==> src/rtl/writeback_queue.sv <==
// Write-back queue feeding the register file write port: merges ALU results and in-order load
// returns into a FIFO, drains one write per cycle, and exports a pending-write busy mask.
// Optional WB_BYPASS_EN adds combinational forwarding of the youngest queued value for fwd_addr.
module writeback_queue #(
    parameter int WIDTH         = 16,
    parameter int REGISTER_BITS = 4,
    parameter int DEPTH         = 4,
    parameter int LD_DEPTH      = 2
) (
    input  logic                            clock,
    input  logic                            reset,
    input  logic                            alu_valid,
    output logic                            alu_ready,
    input  logic [REGISTER_BITS-1:0]        alu_addr,
    input  logic [WIDTH-1:0]                alu_data,
    input  logic                            ld_issue,
    output logic                            ld_issue_ready,
    input  logic [REGISTER_BITS-1:0]        ld_issue_addr,
    input  logic                            ld_valid,
    output logic                            ld_ready,
    input  logic [WIDTH-1:0]                ld_data,
    input  logic                            wb_hold,
    output logic                            shouldWrite,
    output logic [REGISTER_BITS-1:0]        writeAddress,
    output logic [WIDTH-1:0]                writeData,
    output logic [(1<<REGISTER_BITS)-1:0]   busy_mask,
    output logic [$clog2(DEPTH):0]          count,
    output logic                            protocol_err,
    input  logic [REGISTER_BITS-1:0]        fwd_addr,
    output logic                            fwd_hit,
    output logic [WIDTH-1:0]                fwd_data
);

    localparam int PW  = $clog2(DEPTH);
    localparam int CW  = PW + 1;
    localparam int LPW = (LD_DEPTH > 1) ? $clog2(LD_DEPTH) : 1;
    localparam int LCW = $clog2(LD_DEPTH) + 1;
    localparam logic [CW-1:0]  FIFO_FULL = CW'(DEPTH);
    localparam logic [LCW-1:0] TAG_FULL  = LCW'(LD_DEPTH);

    logic [REGISTER_BITS-1:0] fifo_addr [DEPTH];
    logic [WIDTH-1:0]         fifo_data [DEPTH];
    logic [PW-1:0]            fifo_head, fifo_tail;
    logic [CW-1:0]            fifo_cnt;

    logic [REGISTER_BITS-1:0] tag_addr [LD_DEPTH];
    logic [LPW-1:0]           tag_head, tag_tail;
    logic [LCW-1:0]           tag_cnt;

    logic                     fifo_empty, fifo_full, tag_empty, tag_full;
    logic                     ld_acc, alu_acc, tag_push, push;
    logic [REGISTER_BITS-1:0] push_addr;
    logic [WIDTH-1:0]         push_data;

    // Tag queue depth need not fill its pointer range, so wrap explicitly.
    function automatic logic [LPW-1:0] tag_next(input logic [LPW-1:0] p);
        if (p == LPW'(LD_DEPTH - 1)) return '0;
        return p + 1'b1;
    endfunction

    function automatic logic [LPW-1:0] tag_offset(input logic [LPW-1:0] base, input int k);
        int s;
        s = int'(base) + k;
        if (s >= LD_DEPTH) s = s - LD_DEPTH;
        return LPW'(s);
    endfunction

    assign fifo_empty = (fifo_cnt == '0);
    assign fifo_full  = (fifo_cnt == FIFO_FULL);
    assign tag_empty  = (tag_cnt == '0);
    assign tag_full   = (tag_cnt == TAG_FULL);

    // Load returns win the single push slot; r0 destinations are consumed but never queued.
    assign ld_ready       = !fifo_full && !tag_empty;
    assign ld_acc         = ld_valid && ld_ready;
    assign alu_ready      = !fifo_full && !ld_acc;
    assign alu_acc        = alu_valid && alu_ready;
    assign ld_issue_ready = !tag_full || ld_acc;
    assign tag_push       = ld_issue && ld_issue_ready;
    assign push_addr      = ld_acc ? tag_addr[tag_head] : alu_addr;
    assign push_data      = ld_acc ? ld_data : alu_data;
    assign push           = (ld_acc || alu_acc) && (push_addr != '0);

    assign shouldWrite  = !fifo_empty && !wb_hold && !reset;
    assign writeAddress = fifo_empty ? '0 : fifo_addr[fifo_head];
    assign writeData    = fifo_empty ? '0 : fifo_data[fifo_head];
    assign count        = fifo_cnt;

    always_ff @(posedge clock) begin
        if (reset) begin
            fifo_head    <= '0;
            fifo_tail    <= '0;
            fifo_cnt     <= '0;
            tag_head     <= '0;
            tag_tail     <= '0;
            tag_cnt      <= '0;
            protocol_err <= 1'b0;
        end else begin
            if (push) fifo_tail <= fifo_tail + 1'b1;
            if (shouldWrite) fifo_head <= fifo_head + 1'b1;
            fifo_cnt <= fifo_cnt + CW'(push) - CW'(shouldWrite);
            if (tag_push) tag_tail <= tag_next(tag_tail);
            if (ld_acc) tag_head <= tag_next(tag_head);
            tag_cnt <= tag_cnt + LCW'(tag_push) - LCW'(ld_acc);
            if (ld_valid && tag_empty) protocol_err <= 1'b1;
        end
    end

    // Payload storage carries no reset; occupancy alone decides validity.
    always_ff @(posedge clock) begin
        if (push) begin
            fifo_addr[fifo_tail] <= push_addr;
            fifo_data[fifo_tail] <= push_data;
        end
        if (tag_push) tag_addr[tag_tail] <= ld_issue_addr;
    end

    always_comb begin
        busy_mask = '0;
        for (int k = 0; k < DEPTH; k++) begin
            if (CW'(k) < fifo_cnt) busy_mask[fifo_addr[fifo_head + PW'(k)]] = 1'b1;
        end
        for (int k = 0; k < LD_DEPTH; k++) begin
            if (LCW'(k) < tag_cnt) busy_mask[tag_addr[tag_offset(tag_head, k)]] = 1'b1;
        end
        busy_mask[0] = 1'b0;
    end

`ifdef WB_BYPASS_EN
    // Scan oldest to youngest so the last match (youngest) wins.
    always_comb begin
        fwd_hit  = 1'b0;
        fwd_data = '0;
        for (int k = 0; k < DEPTH; k++) begin
            if ((CW'(k) < fifo_cnt) && (fwd_addr != '0) &&
                (fifo_addr[fifo_head + PW'(k)] == fwd_addr)) begin
                fwd_hit  = 1'b1;
                fwd_data = fifo_data[fifo_head + PW'(k)];
            end
        end
    end
`else
    logic unused_fwd;
    assign unused_fwd = ^fwd_addr;
    assign fwd_hit    = 1'b0;
    assign fwd_data   = '0;
`endif

endmodule

==> config.mk <==
export PLATFORM = sky130hd
export DESIGN_NAME = writeback_queue
export DESIGN_NICKNAME = d
export VERILOG_FILES = /design/src/rtl/writeback_queue.sv
export SDC_FILE = /design/constraint.sdc
export NUM_CORES = 1
export LEC_CHECK = 0
export BUFFER_PORTS_ARGS = -buffer_cell sky130_fd_sc_hd__buf_2
export CAP_MARGIN = 5
export CORE_MARGIN = 1
export CORE_UTILIZATION = 30
export CTS_CLUSTER_DIAMETER = 150
export DETAILED_ROUTE_END_ITERATION = 7
export PLACE_DENSITY = 0.45
export SLEW_MARGIN = 20
export SYNTH_ARGS = -nofsm -noshare
export SYNTH_HDL_FRONTEND = slang
export SYNTH_SLANG_ARGS = --single-unit
==> constraint.sdc <==
create_clock -name clock -period 2.8 [get_ports clock]
set_input_delay 0.56 -clock clock [delete_from_list [all_inputs] [get_ports clock]]
set_output_delay 0.56 -clock clock [all_outputs]
set_load 0.1 [all_outputs]
==> out/qor.yml, run 1 <==
status: "finished with violations"
violations: "negative setup slack"
drt-total-wl_um: 15700
setup_viol: 15
viasPerCell: 4.87
synth_cell_type_count: 55
io_pins: 111
grt_pass1_wl_um: 24300
met3_usage: 0.0240
maxSlewViolCount: 0
syn_avg_cell_area_um2: 12.1
cp-start-kind: "register"
required_ns: 2.24
die_h_um: 141
ys_async_sr_fraction: 0
synth_flop_cell: "edfxtp_1"
layout-area-overhead-vs-synth_pct: 35.4
drc_errors: 0
min_period_ns: 3.00
antenna_found_initial: 0
nets: 695
clkLatencyLatePin_ns: 0.34
rsz0062_at_grt: "true"
drv_cap: 0
cts_root_buf: "clkbuf_16"
end_kind: "primary output"
final_common_cell: "edfxtp_1"
track_usage: 0.162
gp_congestion: 0.840
slew_headroom: 0.647
tritoncts: "yes"
finalSetupTns_ns: -1.36
clock-sinks: 103
first_pass_iters: 7
detail_route.wl_per_cell_um: 17.4
grt.busiest_layer: "met2"
syn_area_mm2: 0.00582
htreeDepth: 3
ant_nets: 0
setup_ws_ns: -0.205
met2_usage: 0.284
worst_pin_slew_ns: 0.530
synth_edf_count: 88
drive_gt1_frac: 0.452
finClkSkew_ns: 0.0113
yosysSeqAreaShare: 0.505
clk_pin_slew_ns: 0.07
grt_pass1_vias: 4360
netlist.top_cell.by_area: "edfxtp_1"
final_core_util: 0.417
vias: 4375
holdCritPathClass: "in -> reg"
diodes: 0
cts_buffer_depth: 2
drtIter0Drc: 215
start_util: 0.308
die-area_mm2: 0.0200
grt-ovfl-total: 0
min_period_over_period: 1.07
row_count: 50
arrival_ns: 2.44
path_max_fanout: 5
numCtsBuffers: 9
use_met1: 0.201
die_x_um: 141
io_buffers: 88
yosys_register_bits: 103
core_mm2: 0.0189
syn_inst: 481
dpl.hpwl_um: 11800
max_freq_ghz: 0.333
fin_hold_ws_ns: 0.408
yosys_warnings: 0
yosysTopAreaCellShare: 0.454
hold_viol: 0
path_class: "reg -> out"
synth_area_leaders: "edfxtp_1 (45%), mux4_2 (9.3%), dfxtp_1 (5.2%), nand2_1 (3.9%), nor2b_1 (3.8%)"
layout_common_cells: "edfxtp_1 (88), buf_2 (68), buf_4 (68)"
grt_max_degree: 30
[sequential cells by signal (all words and copies together), names as in the netlist, named ones only]
register	count
count	3
fifo_addr	16
fifo_data	64
fifo_head	2
fifo_tail	2
protocol_err	1
tag_addr	8
tag_cnt	2
tag_head	1
tag_tail	1
[worst paths after layout]
check | cells past startpoint | slack (ns) | startpoint | endpoint
hold / removal | 1 | 0.41 | ld_issue_addr[1] | tag_addr[0][1]
setup / recovery | 5 | -0.20 | fifo_addr[2][3] | busy_mask[8]
hold reg to reg | 2 | 0.47 | protocol_err | protocol_err
setup reg to reg | 10 | 0.38 | tag_cnt[1] | count[2]
[Yosys cell counts, types with 5 or more instances]
master / n
nor3_1: 5
a222oi_1: 14
edfxtp_1: 88
buf_4: 19
nor2_1: 40
nor2b_1: 35
and2_1: 5
inv_1: 12
nand2b_1: 9
ha_1: 10
mux4_2: 24
xnor2_1: 6
mux2_2: 13
o211ai_1: 14
dfxtp_1: 15
a21oi_1: 9
a22oi_1: 16
buf_2: 7
mux2i_1: 18
nand2_1: 61
[cell type report]
type,instances,area (µm²)
fill,1819,11000
sequential,103,2970
multi-input combinational,345,2930
timing repair buffer,163,1340
tap,260,325
clock buffer,10,229
clock inverter,6,51.3
inverter,12,47.5
[per-stage QoR]
step | setup WS (ns) | cell area [µm²] | std cells
after floorplan | -0.559 | 6090 | 498
after global routing | -0.304 | 7890 | 899
after detailed placement | -0.105 | 7190 | 856
after CTS | -0.195 | 7690 | 887
after global placement | -0.164 | 7190 | 856
final | -0.205 | 7890 | 899
[worst max-delay path: stages (launching register included)]
cell       delay [ns]
edfxtp_1         0.43
mux4_2           0.56
nor2b_4          0.17
a222oi_1         0.44
o211ai_1         0.24
clkbuf_16        0.26
[metal layers]
layer  up-vias  wire (µm)  part of all wire
li1       2076          -                 -
met1      2148       6880              0.44
met2       123       7820              0.50
met3        28        485             0.031
met4         0        480             0.031
met5         -          0                 0
[cell families (layout without fill, tap and decap cells)]
family,count (synthesis),after routing,share of synthesized area
AND/OR/NAND/NOR,181,181,0.154
adder cells (fa/ha/maj),11,11,0.0249
buffers and inverters,50,191,0.0541
multiplexers,56,56,0.153
flip-flops,103,103,0.505
XOR/XNOR,8,8,0.0120
other,1,18,0.000644
AO/OA/AOI/OAI,71,71,0.0958
[repair_timing]
item,4_1_cts,5_1_grt
hold buffers,0,0
gates resized for setup,35,22
endpoints found under the hold margin,0,0
pin swaps,17,17
buffers inserted,15,12
setup endpoints to repair,26,18
Power of run 1 is not shown: default switching activity piles up to over one toggle a cycle in this logic, so the estimate is an artifact.
==> run 2, diff against run 1 <==
--- a/config.mk
+++ b/config.mk
@@ -11,7 +11,8 @@
 export CORE_UTILIZATION = 30
 export CTS_CLUSTER_DIAMETER = 150
 export DETAILED_ROUTE_END_ITERATION = 7
-export PLACE_DENSITY = 0.45
+export GPL_TIMING_DRIVEN = 0
+export PLACE_DENSITY = 0.48
 export SLEW_MARGIN = 20
 export SYNTH_ARGS = -nofsm -noshare
 export SYNTH_HDL_FRONTEND = slang
==> run 2 against run 1 <==
  * The flow still finishes with violations (negative setup slack)
  * Critical path type unchanged
  * Sequential cell count is the same
  * First-iteration DRC count shrank 7.4%
  * Critical path depth grew 1
  * Utilization shrank 0.38 points
  * Worst hold slack lost 0.0091 ns
  * Setup slack lost 0.013 ns
  * Final area shrank 0.90%
  * Global-route usage grew 0.21 points
  * Via count is essentially flat
  * Routed wire length grew 2.0%
==> out/qor.yml, run 2 (synthesis results as in run 1) <==
layout-area-overhead-vs-synth_pct: 34.2
slew_headroom: 0.464  # -0.182
arrival_ns: 2.46  # +0.02 ns
nets: 691  # -0.58%
grt_pass1_vias: 4324  # -0.83%
vias: 4379  # +0.091%
die_x_um: 141  # unchanged
required_ns: 2.24  # about the same
grt-ovfl-total: 0  # unchanged
first_pass_iters: 5  # -2
fillers: 1853  # +1.9%
drtIter0Drc: 199  # -7.4%
tritoncts: "yes"
layout_common_cells: "edfxtp_1 (88), buf_2 (66), nand2_1 (58)"
antenna_found_initial: 1  # +1
numCtsBuffers: 9  # unchanged
viasPerCell: 4.89  # +0.54%
track_usage: 0.164  # +0.00206
clkLatencyLatePin_ns: 0.35  # about the same
ant_nets: 0  # unchanged
cts_root_buf: "clkbuf_16"
die_h_um: 141  # unchanged
violations: "negative setup slack"
path_cells: "buf_6, mux4_2, a21boi_4, a222oi_1, o211ai_1, buf_6"
cts_buffer_depth: 2  # unchanged
detail_route.wl_per_cell_um: 17.9  # +2.5%
crit_slowest_cell: "mux4_2"
drc_errors: 0  # unchanged
largest_register_ff_count: 64  # unchanged
top_regs: "fifo_data x64, fifo_addr x16, tag_addr x8"
final_common_cell: "edfxtp_1"
drive_gt1_frac: 0.465  # +0.0123
holdCritPathClass: "in -> reg"
finalSetupTns_ns: -1.62  # -0.264 ns
critPathMostFrequentCell: "buf_6"
hold_viol: 0  # unchanged
io_buffers: 88  # unchanged
top_register: "fifo_data"
worst_pin_slew_ns: 0.802  # +0.272 ns
min_period_over_period: 1.08  # +0.00451
drv_cap: 0  # unchanged
start_util: 0.308  # unchanged
rsz0062_at_grt: "true"
slowest_delay_ns: 0.55  # about the same
ctsHoldBuffers: 0  # unchanged
io_pins: 111  # unchanged
die-area_mm2: 0.0200  # unchanged
r2r_start: "tag_cnt[1]"
path_max_fanout: 4  # -1
grt_max_degree: 21  # -30%
path_class: "reg -> out"
grt_pass1_wl_um: 24600  # +0.94%
htreeDepth: 3  # unchanged
status: "finished with violations"
finClkSkew_ns: 0.0115  # +0.000213 ns
worstHoldStart: "ld_issue_addr[2]"
end_kind: "primary output"
dpl.hpwl_um: 11800  # unchanged
clk_pin_slew_ns: 0.08  # about the same
setup_ws_ns: -0.218  # -0.0126 ns
setup_viol: 15  # unchanged
diodes: 0  # unchanged
cp-start-kind: "register"
clock-sinks: 103  # unchanged
dp_slack_ns: -0.292  # -0.187 ns
drt-total-wl_um: 16000  # +2.0%
core_mm2: 0.0189  # unchanged
max_freq_ghz: 0.331  # -0.42%
row_count: 50  # unchanged
min_period_ns: 3.02  # +0.0126 ns
maxSlewViolCount: 0  # unchanged
gp_congestion: 0.861  # +2.5%
final_core_util: 0.414  # -0.00378
-- run 2: final cells by class --
class | count | area [µm²] | area share
Tap cell | 260 | 325 | 0.0416
Sequential cell | 103 | 2970 | 0.380
Clock inverter | 7 | 80.1 | 0.0102
Multi-Input combinational cell | 345 | 2990 | 0.383
Timing Repair Buffer | 121 | 832 | 0.106
Buffer | 38 | 347 | 0.0444
Inverter | 12 | 47.5 | 0.00608
Clock buffer | 9 | 225 | 0.0288
-- run 2: worst max-delay path: cells and delay by family, from the launching register on --
family / cells / cell delay (ns)
buffers and inverters: 2 / 0.34
AO/OA/AOI/OAI: 3 / 0.89
flip-flops: 1 / 0.32
multiplexers: 1 / 0.55
-- run 2: metal layers --
| layer | vias to the layer above | track usage | part of all wire |
|---|---|---|---|
| met5 | - | 0 | 0.00063 |
| met4 | 2 | 0.0498 | 0.017 |
| met3 | 22 | 0.0233 | 0.046 |
| met2 | 138 | 0.287 | 0.50 |
| met1 | 2148 | 0.209 | 0.44 |
| li1 | 2069 | - | - |
-- run 2: repair_timing --
item,in CTS,in global routing
setup buffers,18,15
setup endpoints to repair,30,35
pin swaps,22,9
gates resized for setup,95,29
-- run 2: path summary, 6_finish.rpt --
path | to | slack, ns | cells past startpoint
max reg2reg | count[2] | 0.32 | 10
min | tag_addr[0][2] | 0.40 | 1
min reg2reg | protocol_err | 0.48 | 2
max | busy_mask[11] | -0.22 | 6
-- run 2: per-stage QoR --
stage               std cells  instance area, µm²  hold slack [ns]
floorplan                 498                6090            0.518
global placement          846                6850            0.452
detailed placement        846                6870            0.477
CTS                       880                7630            0.389
global route              895                7810            0.389
finish                    895                7810            0.399
Power of run 2 is left out for the same reason.
==> run 3, diff against run 2 <==
--- a/config.mk
+++ b/config.mk
@@ -9,6 +9,7 @@
 export CAP_MARGIN = 5
 export CORE_MARGIN = 1
 export CORE_UTILIZATION = 30
+export CTS_BUF_LIST = sky130_fd_sc_hd__clkbuf_2
 export CTS_CLUSTER_DIAMETER = 150
 export DETAILED_ROUTE_END_ITERATION = 7
 export GPL_TIMING_DRIVEN = 0
==> run 3 against run 2 <==
  * The flow still finishes with violations (negative setup slack)
  * Routed wire length up 3.1%
  * Count of clock-buffer cells in the layout unchanged
  * Clock skew up 0.038 ns
  * Utilization up 2.1 points
  * Die area unchanged
  * Via count up 2.1%
  * Critical endpoint unchanged
  * Largest cell class unchanged
==> out/qor.yml, run 3 (synthesis results as in run 1) <==
first_pass_iters: 5  # unchanged
diodes: 0  # unchanged
min_period_ns: 3.30  # +0.280 ns
worst_pin_slew_ns: 0.786  # -0.0156 ns
drtIter0Drc: 225  # +13%
clkLatencyLatePin_ns: 0.60  # +0.25 ns
cts_root_buf: "clkbuf_2"
grt_max_degree: 21  # unchanged
layout_common_cells: "edfxtp_1 (88), nand2_1 (59), buf_4 (55)"
grt_pass1_wl_um: 25100  # +2.2%
start_util: 0.308  # unchanged
holdCritPathClass: "in -> reg"
row_count: 50  # unchanged
worstReg2RegEnd: "count[2]"
antenna_found_initial: 1  # unchanged
drive_gt1_frac: 0.478  # +0.0132
final_common_cell: "edfxtp_1"
die_h_um: 141  # unchanged
slew_headroom: 0.475  # +0.0104
clock-sinks: 103  # unchanged
worstHoldStart: "ld_issue_addr[2]"
grt_pass1_vias: 4452  # +3.0%
ant_nets: 0  # unchanged
detail_route.wl_per_cell_um: 18.1  # +1.3%
fin_hold_ws_ns: 0.120  # -0.279 ns
rr_worst_depth: 10  # unchanged
regToRegSetupSlack_ns: 0.33  # about the same
violations: "negative setup slack"
viasPerCell: 4.91  # +0.29%
status: "finished with violations"
clk_pin_slew_ns: 0.31  # +0.23 ns
setup_viol: 32  # +17
path_class: "reg -> out"
setup_ws_ns: -0.498  # -0.280 ns
die-area_mm2: 0.0200  # unchanged
r2r_start: "tag_addr[1][1]"
drv_cap: 0  # unchanged
largest_register_ff_count: 64  # unchanged
arrival_ns: 2.74  # +0.28 ns
ctsHoldBuffers: 0  # unchanged
core_mm2: 0.0189  # unchanged
rsz0062_at_grt: "true"
min_delay_worst_endpoint: "tag_addr[0][2]"
top_register: "fifo_data"
track_usage: 0.167  # +0.00386
hold_viol: 0  # unchanged
fillers: 1799  # -2.9%
required_ns: 2.24  # about the same
htreeDepth: 3  # unchanged
end_kind: "primary output"
numCtsBuffers: 9  # unchanged
grt-ovfl-total: 0  # unchanged
whs_path_depth: 1  # unchanged
nets: 707  # +2.3%
cp-start-kind: "register"
top_regs: "fifo_data x64, fifo_addr x16, tag_addr x8"
drt-total-wl_um: 16500  # +3.1%
io_pins: 111  # unchanged
dpl.hpwl_um: 11800  # unchanged
die_x_um: 141  # unchanged
drc_errors: 0  # unchanged
tritoncts: "yes"
min_period_over_period: 1.18  # +0.100
gp_congestion: 0.861  # unchanged
path_max_fanout: 4  # unchanged
maxSlewViolCount: 0  # unchanged
io_buffers: 88  # unchanged
vias: 4470  # +2.1%
layout-area-overhead-vs-synth_pct: 41.1
finClkSkew_ns: 0.0498  # +0.0383 ns
cts_buffer_depth: 2  # unchanged
max_freq_ghz: 0.303  # -8.5%
dp_slack_ns: -0.292  # unchanged
==> run 3: cell count changes in the layout (fill, tap and decap cells not counted), sizes merged <==
cell	before	now
buf	154	172
clkbuf	14	12
==> run 3: worst max path at each step <==
stage / endpoint / cells past startpoint / startpoint
after global placement: busy_mask[8] / 8 / register
final: busy_mask[11] / 6 / register
after global routing: busy_mask[11] / 5 / fifo_addr[2][3]
after floorplan: busy_mask[11] / 5 / fifo_head[0]
after CTS: busy_mask[11] / 6 / register
after detailed placement: busy_mask[8] / 8 / register
==> run 3: final cells by class <==
cell class / count / area (µm²) / area share
multi-input combinational: 345 / 3080 / 0.375
sequential: 103 / 2970 / 0.361
timing repair buffer: 138 / 1330 / 0.162
buffer: 37 / 343 / 0.0417
tap: 260 / 325 / 0.0396
clock inverter: 7 / 80.1 / 0.00974
inverter: 12 / 47.5 / 0.00578
clock buffer: 9 / 45.0 / 0.00548
==> run 3: what timing repair did <==
item / CTS / global route
gates cloned: 1 / 0
setup endpoints to repair: 39 / 40
pin swaps: 23 / 14
gates resized for setup: 193 / 33
endpoints found under the hold margin: 0 / 0
setup buffers: 30 / 20
==> run 3: worst max-delay path: stages, from the launching register on <==
cell and delay (ns):
dfxtp_2 0.38, buf_6 0.11, mux4_2 0.58, nor2b_4 0.18
a222oi_1 0.50, o211ai_1 0.19, buf_6 0.22
==> run 3: stage by stage <==
step           TNS [ns]   util  area, µm²  cells
2_1_floorplan     -7.13      -       6090    498
3_3_place_gp      -4.55  0.363       6850    846
3_5_place_dp      -1.97  0.364       6870    846
4_1_cts           -7.87  0.422       7970    893
5_1_grt          -11.92  0.435       8220    911
6_report          -8.52  0.435       8220    911
==> run 3: per-layer routing <==
metal  vias up  share of wire  track usage
met5         -        0.00061            0
met4         2          0.022       0.0498
met3        22          0.041       0.0267
met2       127           0.50        0.295
met1      2220           0.43        0.211
li1       2099              -            -
Power of run 3 is left out for the same reason.
